==> src/rtl/fpu_align_ctrl.sv <==
// Operand alignment front end for a single-precision adder: compares, swaps and right-shifts
// the smaller extended mantissa over an IDLE/CMP/SHF/DONE handshake. Optional: FPU_ALIGN_STICKY_EN.
module fpu_align_ctrl #(
    parameter int unsigned SIZE_DATA  = 28,
    parameter int unsigned SIZE_SHIFT = 5
) (
    input  logic                  i_clk,
    input  logic                  i_rst,
    input  logic                  i_valid,
    output logic                  o_in_ready,
    input  logic [31:0]           i_a,
    input  logic [31:0]           i_b,
    output logic                  o_valid,
    input  logic                  i_out_ready,
    output logic [SIZE_DATA-1:0]  o_mant_big,
    output logic [SIZE_DATA-1:0]  o_mant_small,
    output logic [7:0]            o_exp,
    output logic                  o_sign_big,
    output logic                  o_sign_small,
    output logic                  o_swap,
    output logic                  o_special
);

    localparam logic [7:0] MaxShift = 8'(SIZE_DATA - 1);

    typedef enum logic [1:0] {StIdle, StCmp, StShf, StDone} state_e;

    state_e                state_q, state_d;
    logic [31:0]           a_q, a_d, b_q, b_d;
    logic [SIZE_SHIFT-1:0] shamt_q, shamt_d;
    logic [SIZE_DATA-1:0]  mant_big_q, mant_big_d, mant_small_q, mant_small_d;
    logic [7:0]            exp_q, exp_d;
    logic                  sign_big_q, sign_big_d, sign_small_q, sign_small_d;
    logic                  swap_q, swap_d, special_q, special_d;

    logic [7:0]            exp_a, exp_b, eff_a, eff_b, diff;
    logic [SIZE_DATA-1:0]  ext_a, ext_b, shifted;
    logic                  special_c, a_big;

    // Operand classification from the captured pair
    always_comb begin
        exp_a     = a_q[30:23];
        exp_b     = b_q[30:23];
        eff_a     = (exp_a != 8'd0) ? exp_a : 8'd1;
        eff_b     = (exp_b != 8'd0) ? exp_b : 8'd1;
        ext_a     = SIZE_DATA'({1'b0, exp_a != 8'd0, a_q[22:0], 3'b000});
        ext_b     = SIZE_DATA'({1'b0, exp_b != 8'd0, b_q[22:0], 3'b000});
        special_c = (exp_a == 8'hFF) || (exp_b == 8'hFF);
        a_big     = special_c || (eff_a > eff_b) || ((eff_a == eff_b) && (ext_a >= ext_b));
        diff      = a_big ? (eff_a - eff_b) : (eff_b - eff_a);
        if (special_c) begin
            diff = 8'd0;
        end else if (diff > MaxShift) begin
            diff = MaxShift;
        end
    end

    always_comb begin
        shifted = mant_small_q >> shamt_q;
`ifdef FPU_ALIGN_STICKY_EN
        // Any bit pushed past the LSB is folded into bit 0
        shifted[0] = shifted[0] | (|(mant_small_q & ~({SIZE_DATA{1'b1}} << shamt_q)));
`endif
    end

    always_comb begin
        state_d      = state_q;
        a_d          = a_q;
        b_d          = b_q;
        shamt_d      = shamt_q;
        mant_big_d   = mant_big_q;
        mant_small_d = mant_small_q;
        exp_d        = exp_q;
        sign_big_d   = sign_big_q;
        sign_small_d = sign_small_q;
        swap_d       = swap_q;
        special_d    = special_q;
        unique case (state_q)
            StIdle: begin
                if (i_valid) begin
                    a_d     = i_a;
                    b_d     = i_b;
                    state_d = StCmp;
                end
            end
            StCmp: begin
                swap_d       = !a_big;
                special_d    = special_c;
                shamt_d      = SIZE_SHIFT'(diff);
                mant_big_d   = a_big ? ext_a : ext_b;
                mant_small_d = a_big ? ext_b : ext_a;
                exp_d        = a_big ? eff_a : eff_b;
                sign_big_d   = a_big ? a_q[31] : b_q[31];
                sign_small_d = a_big ? b_q[31] : a_q[31];
                state_d      = StShf;
            end
            StShf: begin
                mant_small_d = shifted;
                state_d      = StDone;
            end
            StDone: begin
                if (i_out_ready) begin
                    state_d = StIdle;
                end
            end
            default: state_d = StIdle;
        endcase
    end

    always_ff @(posedge i_clk or posedge i_rst) begin
        if (i_rst) begin
            state_q      <= StIdle;
            a_q          <= '0;
            b_q          <= '0;
            shamt_q      <= '0;
            mant_big_q   <= '0;
            mant_small_q <= '0;
            exp_q        <= '0;
            sign_big_q   <= 1'b0;
            sign_small_q <= 1'b0;
            swap_q       <= 1'b0;
            special_q    <= 1'b0;
        end else begin
            state_q      <= state_d;
            a_q          <= a_d;
            b_q          <= b_d;
            shamt_q      <= shamt_d;
            mant_big_q   <= mant_big_d;
            mant_small_q <= mant_small_d;
            exp_q        <= exp_d;
            sign_big_q   <= sign_big_d;
            sign_small_q <= sign_small_d;
            swap_q       <= swap_d;
            special_q    <= special_d;
        end
    end

    assign o_in_ready   = (state_q == StIdle);
    assign o_valid      = (state_q == StDone);
    assign o_mant_big   = mant_big_q;
    assign o_mant_small = mant_small_q;
    assign o_exp        = exp_q;
    assign o_sign_big   = sign_big_q;
    assign o_sign_small = sign_small_q;
    assign o_swap       = swap_q;
    assign o_special    = special_q;

endmodule

==> config.mk <==
export PLATFORM = sky130hd
export DESIGN_NAME = fpu_align_ctrl
export DESIGN_NICKNAME = d
export VERILOG_FILES = /design/src/rtl/fpu_align_ctrl.sv
export SDC_FILE = /design/constraint.sdc
export NUM_CORES = 1
export LEC_CHECK = 0
export CORE_MARGIN = 4
export CORE_UTILIZATION = 40
export CTS_CLUSTER_DIAMETER = 80
export DETAILED_ROUTE_END_ITERATION = 6
export GPL_ROUTABILITY_DRIVEN = 1
export PLACE_DENSITY = 0.62
export SLEW_MARGIN = 20
export SYNTH_ARGS = -nofsm -noshare
export SYNTH_HDL_FRONTEND = slang
export SYNTH_SLANG_ARGS = --single-unit
export TNS_END_PERCENT = 20
==> constraint.sdc <==
create_clock -name i_clk -period 8.3 [get_ports i_clk]
set_input_delay 0.83 -clock i_clk [delete_from_list [all_inputs] [get_ports i_clk]]
set_output_delay 0.83 -clock i_clk [all_outputs]
set_load 0.05 [all_outputs]
==> run metrics <==
run status finished, final reports clean; CP Capture Type register; layout cell share with drive strength beyond 1 about 15%; Tcrit/Tclk final slightly below 60%; max capacitance violation total 0; CTS sink cnt around 140; post-CTS clock slew at the launch and capture registers of the worst setup and hold paths 0.06 ns; wire length of the first global-routing pass 36120 um; fill cell instance count of the final layout approximately 1.9k; hold buffers post-CTS 0; actual slew at the worst max-slew pin approximately 0.90 ns; number of synthesized register bits about 140; final wirelength between 20000 and 25000 um; clock tree from TritonCTS yes; RSZ-0062 raised after global routing no; maximum level of the CTS H-tree 4; Yosys cell types 62; via count of the routed design about 6.8k; Layout area overhead 24.36%; family of cells with the greatest summed delay on the critical path compound AO/OA/AOI/OAI gates; Mapped Area approximately 8500 um^2; highest attainable clock frequency approximately 0.21 GHz; total of cells resized after clock tree synthesis 0; remaining design rule violation count 0; footprint of the flip-flops and latches 3378 um^2; worst min-delay path class reg2reg; number of buffers and inverters on the critical path 3; mean instance size in the synthesized netlist approximately 9.6 um^2; number of setup violations in the final report 0; Cells after Synth 882; largest stage delay on the critical path between 0.6 and 0.7 ns; Arr. time, crit path around 5.1 ns; number of placed I/O pins approximately 140; number of global-route vias before repair between 6k and 7k; crit path cell chain or4_1 > nor2_1 > nor2_1 > inv_1 > ha_1 > inv_1 > fa_1 > and3_1 > a311oi_2 > a21oi_1 > o22ai_4 > buf_4 > mux2_2 > a21oi_2 > xnor2_1 > a311oi_2 > a31oi_1; commonest register cell after synthesis dfrtp_1; Post-DP HPWL around 16000 um; effective utilization at floorplan between 40% and 50%; number of pins with negative max-slew slack in the final report 0; final antenna-violating net count 0; Clk Tree Root Cell clkbuf_16; die outline height around 150 um; EDFF count, synth 0; final worst path period need slightly below 5 ns; area of the die approximately 24000 um^2; final antenna diode count 0; Cells after DPL roughly 1.2k; skew final roughly 0.0084 ns; average wire length per cell after detail routing 17.88 um; Max FO, Critical Path 60; final hold vios 0; count of buffers added by post-CTS timing repair for setup 0; tightest slew margin relative to the limit 39.49%; First DRT Iteration DRCs just over 400; startpoint kind of the worst setup timing path register; number of buffers added by the clock tree synthesis step 17; number of warning messages in the yosys log 0; initial antenna violation count 1; count of TritonRoute iterations in the first routing pass 4; CTS Buffer Depth 2; TNS Setup 0 ns; total grt overflow 0; port buffer count roughly 130; class of the most critical setup path reg2reg; most frequent standard cell in the layout excluding fill and tap cells dfrtp_1; register area share after synthesis between 30 and 40%; async set-or-reset flop fraction in the synthesized netlist 100.0%; most frequent cells in the layout dfrtp_1 (135), clkdlybuf4s50_1 (133), a21oi_1 (88); area of the multi-input gates between 4000 and 5000 um^2; final non-filler cell total approximately 1.3k; clock network latency to the later pin of the worst-skew pair 0.42 ns; nets 1087; CP required between 8 and 9 ns; cell with the biggest individual delay on the critical path buf_4; total routing resource utilization after global routing around a fifth; largest net degree at the start of global routing 79; routed via count divided by cell count roughly 5.4; die span in x ~150 um; area of the core region just over 20000 um^2; site row count 52; Final Wtd Congestion 0.8865
[tightest hold or removal path, cell delays in order (launching register included)]
cell,delay (ns)
dfrtp_1,0.34
nand2_1,0.04
o21ai_0,0.06
[area by class of cell]
class,count,area share [%]
clock buffer,22,4.511
multi-input combinational,617,43.17
tap,270,3.214
sequential,135,32.14
inverter,63,2.297
timing repair buffer,142,13.31
clock inverter,10,1.369
[layer usage]
| layer | track usage (%) | up-vias | routed length [um] | part of all wire [%] |
|---|---|---|---|---|
| li1 | - | 3290 | - | - |
| met2 | 30.17 | 190 | 10590 | 47 |
| met4 | 4.079 | 2 | 232 | 1.0 |
| met5 | 0 | - | 13 | 0.058 |
| met1 | 26.19 | 3251 | 10350 | 46 |
| met3 | 4.806 | 24 | 1321 | 5.9 |
[metrics by stage]
stage	util [%]	cell area, um^2	hold WS, ns	setup WS (ns)
6_report	51.29	10510	0.4753	3.493
5_1_grt	51.29	10510	0.5261	3.073
4_1_cts	51.29	10510	0.4870	3.496
3_5_place_dp	48.28	9894	0.4736	3.507
3_3_place_gp	48.28	9894	0.4669	3.622
2_1_floorplan	-	8464	0.5011	3.859
[final timing paths]
kind                              endpoint  cells after the start       startpoint  slack (ns)
max in group asynchronous       o_sign_big                      3            i_rst        6.12
min in group asynchronous   o_mant_big[20]                      2            i_rst        0.91
min                        o_mant_small[0]                      2  o_mant_small[0]        0.48
min reg2reg                o_mant_small[0]                      2  o_mant_small[0]        0.48
max reg2reg                     shamt_q[1]                     17          b_q[25]        3.49
max                             shamt_q[1]                     17          b_q[25]        3.49
[cells by family (layout without fill, tap and decap cells)]
group                      Yosys count  in the layout  share of synthesized area (%)
muxes                              148            148                          19.92
other                                1              4                        0.04436
and+or+nand+nor                    198            198                          9.976
adders and majority gates           44             44                          6.661
xor gates and xnor gates             9              9                          1.243
buffers and inverters              133            237                          6.631
DFF                                135            135                          39.96
AOI/OAI and AO/OA                  214            214                          15.56
[cells in the mapped netlist (11+ instances only)]
cell,instances,area (um^2)
o21ai_0,48,240.2
clkbuf_1,46,172.7
mux2i_1,58,580.6
a211oi_1,11,82.58
inv_1,61,229.0
ha_1,41,513.0
nor2_1,82,307.8
o221ai_1,13,113.9
nand2_1,73,274.0
mux2_2,82,923.4
a21oi_1,88,440.4
dfrtp_1,135,3378
[registers in the layout, indices dropped and copies added (netlist names)]
| signal | count |
|---|---|
| o_swap | 1 |
| o_special | 1 |
| a_q | 32 |
| o_mant_small | 28 |
| o_sign_small | 1 |
| o_mant_big | 24 |
| o_exp | 8 |
| shamt_q | 5 |
| b_q | 32 |
| state_q | 2 |
| o_sign_big | 1 |
Power is left out: the tool's default activity adds up to more than one toggle a clock period on the data nets, which glitch-free logic cannot reach.
